$ cat src/rtl/fetch_unit.sv
`default_nettype none
// ---------------------------------------------------------------------------
// fetch_unit : fetch PC + predictor lookup, single outstanding imem request,
//              FWFT fetch queue to decode. Optional FETCH_PERF_EN counters.
// Revision   : 1.0
// ---------------------------------------------------------------------------
module fetch_unit #(
    parameter logic [31:0] RESET_PC = 32'h0000_0000,
    parameter int          FQ_DEPTH = 4
) (
    input  logic        clk,
    input  logic        rst_n,
    input  logic        redirect_valid,
    input  logic [31:0] redirect_pc,
    output logic [31:0] pred_pc,
    input  logic        pred_valid,
    input  logic        pred_taken,
    input  logic [31:0] pred_target,
    output logic        imem_req_valid,
    output logic [31:0] imem_req_addr,
    input  logic        imem_req_ready,
    input  logic        imem_resp_valid,
    input  logic [31:0] imem_resp_data,
    output logic        dec_valid,
    output logic [31:0] dec_pc,
    output logic [31:0] dec_instr,
    output logic        dec_pred_taken,
    output logic [31:0] dec_pred_target,
`ifdef FETCH_PERF_EN
    output logic [31:0] perf_fetched,
    output logic [31:0] perf_redirects,
`endif
    input  logic        dec_ready
);

    localparam int PTR_W = (FQ_DEPTH > 1) ? $clog2(FQ_DEPTH) : 1;
    localparam int CNT_W = PTR_W + 1;

    typedef enum logic [0:0] {
        S_REQ  = 1'b0,
        S_WAIT = 1'b1
    } state_t;

    state_t      state, state_nxt;
    logic [31:0] fetch_pc, fetch_pc_nxt;
    logic        drop, drop_nxt;
    logic        req_fire;
    logic        push;
    logic        pop;
    logic        has_space;
    logic        taken;
    logic [31:0] next_pc;

    logic [31:0] pend_pc;
    logic        pend_taken;
    logic [31:0] pend_target;

    logic [CNT_W-1:0] count;
    logic [PTR_W-1:0] rd_ptr, wr_ptr;
    logic [31:0]      fq_pc     [FQ_DEPTH];
    logic [31:0]      fq_instr  [FQ_DEPTH];
    logic             fq_taken  [FQ_DEPTH];
    logic [31:0]      fq_target [FQ_DEPTH];

    assign pred_pc       = fetch_pc;
    assign imem_req_addr = fetch_pc;

    assign taken   = pred_valid & pred_taken;
    assign next_pc = taken ? {pred_target[31:2], 2'b00} : fetch_pc + 32'd4;

    assign dec_valid = (count != '0);
    assign pop       = dec_valid & dec_ready & ~redirect_valid;
    // A head leaving this cycle frees the slot the new request will need.
    assign has_space = (count < CNT_W'(FQ_DEPTH)) | pop;

    always_ff @(posedge clk or negedge rst_n) begin
        if (!rst_n) begin
            state    <= S_REQ;
            fetch_pc <= RESET_PC;
            drop     <= 1'b0;
        end else begin
            state    <= state_nxt;
            fetch_pc <= fetch_pc_nxt;
            drop     <= drop_nxt;
        end
    end

    always_comb begin
        state_nxt      = state;
        fetch_pc_nxt   = fetch_pc;
        drop_nxt       = drop;
        imem_req_valid = 1'b0;
        req_fire       = 1'b0;
        push           = 1'b0;
        case (state)
            S_REQ: begin
                imem_req_valid = rst_n & ~redirect_valid & has_space;
                req_fire       = imem_req_valid & imem_req_ready;
                if (req_fire) begin
                    fetch_pc_nxt = next_pc;
                    state_nxt    = S_WAIT;
                end
            end
            S_WAIT: begin
                if (imem_resp_valid) begin
                    push      = ~drop;
                    drop_nxt  = 1'b0;
                    state_nxt = S_REQ;
                end
            end
            default: state_nxt = S_REQ;
        endcase
        // A redirect kills any response this cycle and marks a still-pending one stale.
        if (redirect_valid) begin
            fetch_pc_nxt = {redirect_pc[31:2], 2'b00};
            push         = 1'b0;
            if (((state == S_WAIT) && !imem_resp_valid) || req_fire) begin
                drop_nxt  = 1'b1;
                state_nxt = S_WAIT;
            end else begin
                drop_nxt  = 1'b0;
                state_nxt = S_REQ;
            end
        end
    end

    always_ff @(posedge clk or negedge rst_n) begin
        if (!rst_n) begin
            pend_pc     <= '0;
            pend_taken  <= 1'b0;
            pend_target <= '0;
        end else if (req_fire) begin
            pend_pc     <= fetch_pc;
            pend_taken  <= taken;
            pend_target <= taken ? pred_target : 32'h0;
        end
    end

    always_ff @(posedge clk or negedge rst_n) begin
        if (!rst_n) begin
            count  <= '0;
            rd_ptr <= '0;
            wr_ptr <= '0;
        end else if (redirect_valid) begin
            count  <= '0;
            rd_ptr <= '0;
            wr_ptr <= '0;
        end else begin
            if (push) wr_ptr <= wr_ptr + 1'b1;
            if (pop)  rd_ptr <= rd_ptr + 1'b1;
            case ({push, pop})
                2'b10:   count <= count + 1'b1;
                2'b01:   count <= count - 1'b1;
                default: count <= count;
            endcase
        end
    end

    always_ff @(posedge clk) begin
        if (push) begin
            fq_pc[wr_ptr]     <= pend_pc;
            fq_instr[wr_ptr]  <= imem_resp_data;
            fq_taken[wr_ptr]  <= pend_taken;
            fq_target[wr_ptr] <= pend_target;
        end
    end

    assign dec_pc          = dec_valid ? fq_pc[rd_ptr]     : 32'h0;
    assign dec_instr       = dec_valid ? fq_instr[rd_ptr]  : 32'h0;
    assign dec_pred_taken  = dec_valid ? fq_taken[rd_ptr]  : 1'b0;
    assign dec_pred_target = dec_valid ? fq_target[rd_ptr] : 32'h0;

`ifdef FETCH_PERF_EN
    always_ff @(posedge clk or negedge rst_n) begin
        if (!rst_n) begin
            perf_fetched   <= '0;
            perf_redirects <= '0;
        end else begin
            if (push)           perf_fetched   <= perf_fetched + 32'd1;
            if (redirect_valid) perf_redirects <= perf_redirects + 32'd1;
        end
    end
`endif

endmodule
`default_nettype wire

$ cat config.mk
export PLATFORM = sky130hd
export DESIGN_NAME = fetch_unit
export DESIGN_NICKNAME = d
export VERILOG_FILES = /design/src/rtl/fetch_unit.sv
export SDC_FILE = /design/constraint.sdc
export NUM_CORES = 1
export LEC_CHECK = 0
export CORE_ASPECT_RATIO = 2
export CORE_MARGIN = 2
export CORE_UTILIZATION = 30
export CTS_BUF_LIST = sky130_fd_sc_hd__clkbuf_4 sky130_fd_sc_hd__clkbuf_8
export DETAILED_ROUTE_END_ITERATION = 8
export DONT_BUFFER_PORTS = 1
export PLACE_DENSITY = 0.55
export RECOVER_POWER = 50
export SETUP_SLACK_MARGIN = 0.2
export SLEW_MARGIN = 25
export SYNTH_ARGS = -nofsm -noshare
export SYNTH_HDL_FRONTEND = slang
export SYNTH_SLANG_ARGS = --single-unit
$ cat constraint.sdc
create_clock -name clk -period 10.2 [get_ports clk]
set_input_delay 1.02 -clock clk [delete_from_list [all_inputs] [get_ports clk]]
set_output_delay 1.02 -clock clk [all_outputs]
set_load 0.05 [all_outputs]
; ---- After elaboration in Yosys (flattened, before gate mapping)
; Memory sizes are Yosys's and may differ from the RTL's.
; Index checks and enable logic that the tools add are counted.
[totals]
output_inout_bits = 163
mem_bits_rw = 388
memories = 4
word_cells = 74
input_bits = 104
ff_bits = 106
[classes]
n_eq_ne = 3
magnitude_cmp = 1
addsub = 5
muxes = 30
reduce_logical = 12
n_bitwise = 10
[memory_table]
columns = name, words, width, rd, rd_ports_with_merged_regs, wr, line
row1 = fq_instr, 4, 32, 1, 0, 1, 61  ; logic [31:0] fq_instr [FQ_DEPTH];
row2 = fq_pc, 4, 32, 1, 0, 1, 60  ; logic [31:0] fq_pc [FQ_DEPTH];
row3 = fq_target, 4, 32, 1, 0, 1, 63  ; logic [31:0] fq_target [FQ_DEPTH];
row4 = fq_taken, 4, 1, 1, 0, 1, 62  ; logic fq_taken [FQ_DEPTH];
[op_table]
columns = operator, n
row1 = 2-to-1 mux 32 bit, 8
row2 = "adder 32 x 3 -> 32 bit, second input constant", 1
row3 = 2-to-1 mux 1 bit, 15
row4 = nonzero test 2 bit, 5
row5 = 2-to-1 mux 2 bit, 4
row6 = bitwise AND 1 bit, 6
row7 = one-hot mux 3 bit (2 select lines), 1
row8 = nonzero test 3 bit, 2
row9 = "adder 2 x 1 -> 2 bit, second input constant", 2
row10 = AND reduction 2 bit, 2
row11 = "adder 3 x 1 -> 3 bit, second input constant", 1
row12 = "less-than comparator 3 bit, second input constant", 1
row13 = 2-to-1 mux 3 bit, 1
row14 = NOT 1 bit, 3
row15 = "subtractor 3 x 1 -> 3 bit, second input constant", 1
row16 = "== test 2 x 1 -> 1 bit, second input constant", 1
row17 = "== test 2 bit, second input constant", 1
row18 = "!= test 2 bit, second input constant", 1
row19 = one-hot mux 1 bit (2 select lines), 1
row20 = logical AND 1 bit, 1
row21 = zero test 1 bit, 1
row22 = logical OR 1 bit, 1
row23 = OR 1 bit, 1

; ---- Longest topological paths before layout
[logic_depth]
word_depth = 10
depth_mapped = 8
ltp_nobuf = 7

; ---- Worst setup path after synthesis
; OpenSTA, ideal clock, no wires.
[synth_path]
path_type = input to register
start = in redirect_valid
end = mem fq_instr[0][0] (enable)
path_buffers = 2
setup_time_ns = 0.465
path_stages = 4
setup_slack_ns = 5.973
arrival_time_ns = 3.762
path_cell_list = buf_2 -> clkbuf_1 -> nor2_1 -> and2_1
[synth_between]
elab_chain_cells = 3
[synth_rtl]
columns = item, line
row1 = from (decl), 13  ; input logic redirect_valid,
row2 = 2-to-1 mux 1 bit, 114  ; if (redirect_valid) begin
row3 = 2-to-1 mux 1 bit, 160  ; if (push) begin
row4 = 2-to-1 mux 1 bit (not written as such), 162  ; fq_instr[wr_ptr] <= imem_resp_data;
row5 = to (decl), 61
; Every way passes these cells.

; ---- Worst setup path in the final report
[layout_path]
start = reg drop
end = mem fq_instr[1][16] (enable)
[layout_between]
elab_chain_cells = 6
[layout_rtl]
columns = item, line
row1 = from (decl), 46  ; logic drop, drop_nxt;
row2 = from (signal assigned), 84  ; drop <= drop_nxt;
row3 = NOT 1 bit, 106  ; push = ~drop;
row4 = 2-to-1 mux 1 bit, 105  ; if (imem_resp_valid) begin
row5 = 2-to-1 mux 1 bit, 95  ; case (state)
row6 = 2-to-1 mux 1 bit, 114
row7 = 2-to-1 mux 1 bit, 160
row8 = 2-to-1 mux 1 bit (not written as such), 162
; Every way passes these cells.

==> results.py <==
metrics = {
    "run_status": {
        "status": "complete, but fails checks",
        "violations": "max-capacitance violations, max-slew violations",
    },
    "worst_setup_path": {
        "max_stage_delay_ns": 2.29,
        "crit_arrival_ns": 5.02,
        "endpoint": "fq_instr[1][16]",
        "crit_type": "reg2reg",
        "rr_worst_depth": 4,
        "crit_path_cell_trace": "nand3b_1 -> nor2_1 -> and2_0 -> buf_4",
        "cp_slowest_cell": "and2_0",
        "crit_fanout": 58,
        "r2r_start": "drop",
        "r2r_end": "fq_instr[1][16]",
        "crit_path_start_kind": "register",
        "worstSetupStartpoint": "drop",
        "end_kind": "register",
        "reg2reg_slack_ns": 5.44,
        "crit_required_ns": 10.47,
    },
    "sta": {
        "final-setup-viol-count": 0,
        "tns_ns": 0,
        "hold_viol": 0,
        "period_needed_ns": 4.76,
        "clock_skew_ns": 0.0195,
        "maxSlewHeadroom_pct": -118,
        "maxSlewViolCount": 206,
        "fmax_ghz": 0.210,
        "tightest_slew_ns": 3.27,
        "rsz0062_at_grt": "no",
        "fin_crit_sh_pct": 46.6,
        "fin_hold_ws_ns": 0.283,
    },
    "cts": {
        "path_clk_slew_ns": 0.07,
        "cts_buffer_depth": 3,
        "cts_resized": 0,
        "clock_latency_ns": 0.66,
        "hold_buffers": 1,
        "cts_buffers": 72,
        "cts_sinks": 482,
        "post_cts_buffers": 0,
        "cts-htree-levels": 3,
        "cts_root_buffer": "clkbuf_8",
        "cts_tree": "built",
    },
    "layout": {
        "layout-drive-gt1-share_pct": 21.2,
        "syn2layout_area_growth_pct": 12.0,
        "fin_nets": 1319,
        "final_area_um2": 21900,
        "utilization_pct": 33.9,
    },
    "logic_synthesis": {
        "yosysWarnings": 0,
        "synth-edff-count": 380,
        "synth_ff_type": "edfxtp_1",
        "synth_top_family_by_area": "multiplexers",
        "muxShareOfSynthArea_pct": 11.2,
        "synth-seq-area-share_pct": 71.3,
        "synthXorXnorAreaFrac_pct": 0.760,
        "synth_compound_area_share_pct": 3.88,
        "synthCells": 1200,
        "avgSynthCellArea_um2": 16.3,
        "async_flop_share_pct": 21.2,
        "ys_top_cells_by_count": "edfxtp_1, nand2_1, and2_1, dfrtp_1, mux4_2",
        "yosysTopAreaCell": "edfxtp_1",
        "yosysTopAreaCellShare_pct": 58.3,
        "synth_area_leaders": "edfxtp_1, dfrtp_1, mux4_2, and2_1, nand2_1",
        "synth_cell_types": 56,
        "syn_area_um2": 19600,
        "synth.most_common_cell": "edfxtp_1",
        "synth_simple_gate_area_share_pct": 9.47,
        "synth_seq_cells": 482,
        "synthAdderAreaFrac_pct": 0.422,
    },
    "route": {
        "drc": 0,
        "drtIter0Drc": 563,
        "ant_nets": 0,
        "drt-total-wl_mm": 54.0,
        "num_vias": 10500,
        "wl_per_cell_um": 25.2,
        "viasPerCell": 4.89,
        "dr.pass1.iters": 6,
    },
    "die": {
        "chipWidth_um": 185,
        "ios": 267,
        "die_area_um2": 67500,
        "rows": 132,
        "initial_core_util_pct": 30.3,
        "fp.dieH_um": 365,
        "core_area_um2": 64700,
    },
    "power": {
        "switchingPower_mw": 2.12,
        "finalPower_mw": 5.64,
        "switching_share_pct": 37.6,
        "leakagePower_nw": 7.52,
        "seqPwrFrac_pct": 43.6,
        "intPower_mw": 3.52,
        "irDropWorstVdd_v": 0.000123,
        "power_density_nw_per_um2": 257,
        "comb_power_share_pct": 27.2,
        "clkPwrFrac_pct": 29.1,
    },
    "global_route": {
        "grt_pass1_vias": 11200,
        "grt_util_all_layers_pct": 16.3,
        "grt_pass1_wl_mm": 78.0,
        "grt_start_max_net_pins": 103,
        "overflow": 0,
        "antenna_found_initial": 5,
    },
    "min_path": {
        "worstHoldPathType": "in2async",
    },
    "placement": {
        "place_area_um2": 20400,
        "dp_hpwl_mm": 32.8,
        "port_buffers": 0,
        "gp_congestion": 0.873,
    },
    "run": {
        "drv_cap": 5,
    },
}
==> sequential cells by signal, summed over array words and instances, names as in the netlist, 2 cells and up <==
| name | cells |
|---|---|
| fq_pc | 120 |
| pend_target | 32 |
| count | 3 |
| pend_pc | 30 |
| fq_instr | 128 |
| imem_req_addr | 30 |
| fq_taken | 4 |
| rd_ptr | 2 |
| fq_target | 128 |
| wr_ptr | 2 |
==> cell type report <==
type                            count  area [um^2]
Fill cell                        6335        42800
Sequential cell                   482        14000
Multi-Input combinational cell    614         5070
Clock buffer                      106         1280
Tap cell                          871         1090
Timing Repair Buffer               31          277
Clock inverter                     25          213
Inverter                            8         30.0
Antenna cell                        5         12.5
==> how the worst min path moves through the flow <==
stage | startpoint | endpoint | slack [ns] | cells after the start
after floorplan | state | drop | 0.48 | 1
after global placement | pend_pc[25] | fq_pc[3][25] | 0.49 | 0
after detailed placement | pend_pc[29] | fq_pc[1][29] | 0.50 | 0
after CTS | rst_n | pend_target[9] | 0.24 | 1
after global routing | rst_n | pend_target[9] | 0.26 | 1
final | rst_n | pend_target[9] | 0.28 | 1
==> critical path: cells and delay by family, from the launching register on <==
family / cells / cell delay (ns)
flops: 1 / 0.37
simple gates: 3 / 2.85
buf+inv: 1 / 1.03
==> power groups by stage <==
stage	clock network [mW]	registers, mW	logic (mW)
floorplan	0	2.43	1.35
global placement	0	2.49	1.56
detailed placement	0	2.51	1.58
CTS	1.71	2.47	1.59
global route	1.79	2.48	1.64
finish	1.64	2.46	1.54
==> cells in the final DEF, fill, tap and decap left out, types with 10 or more instances in the layout <==
cell / instances
dfrtp_1: 95
and2_1: 97
clkbuf_4: 29
nor2_1: 26
buf_4: 26
nand3_1: 31
nand2_1: 169
mux4_2: 95
a21oi_1: 17
o21ai_0: 32
edfxtp_1: 380
clkbuf_8: 77
a22o_1: 10
==> metrics by stage <==
stage,setup WS (ns),cells
3_5_place_dp,6.35,2005
3_3_place_gp,6.34,2005
2_1_floorplan,5.97,1205
4_1_cts,5.58,2137
6_report,5.44,2142
5_1_grt,4.92,2138
==> metal layers <==
metal	part of all wire [%]	vias to the layer above	GRT usage, %
li1	-	4545	-
met1	38	5415	18.5
met2	50	425	27.7
met3	9.3	93	6.03
met4	2.7	2	6.16
met5	0.024	-	0
==> cell families after synthesis <==
family	after synthesis
adder cells (fa/ha/maj)	6
other	1
multiplexers	101
flip-flops	482
XOR/XNOR	17
AND/OR/NAND/NOR	371
AO/OA/AOI/OAI	113
buffers and inverters	109
(Power assumes the default switching activity.)
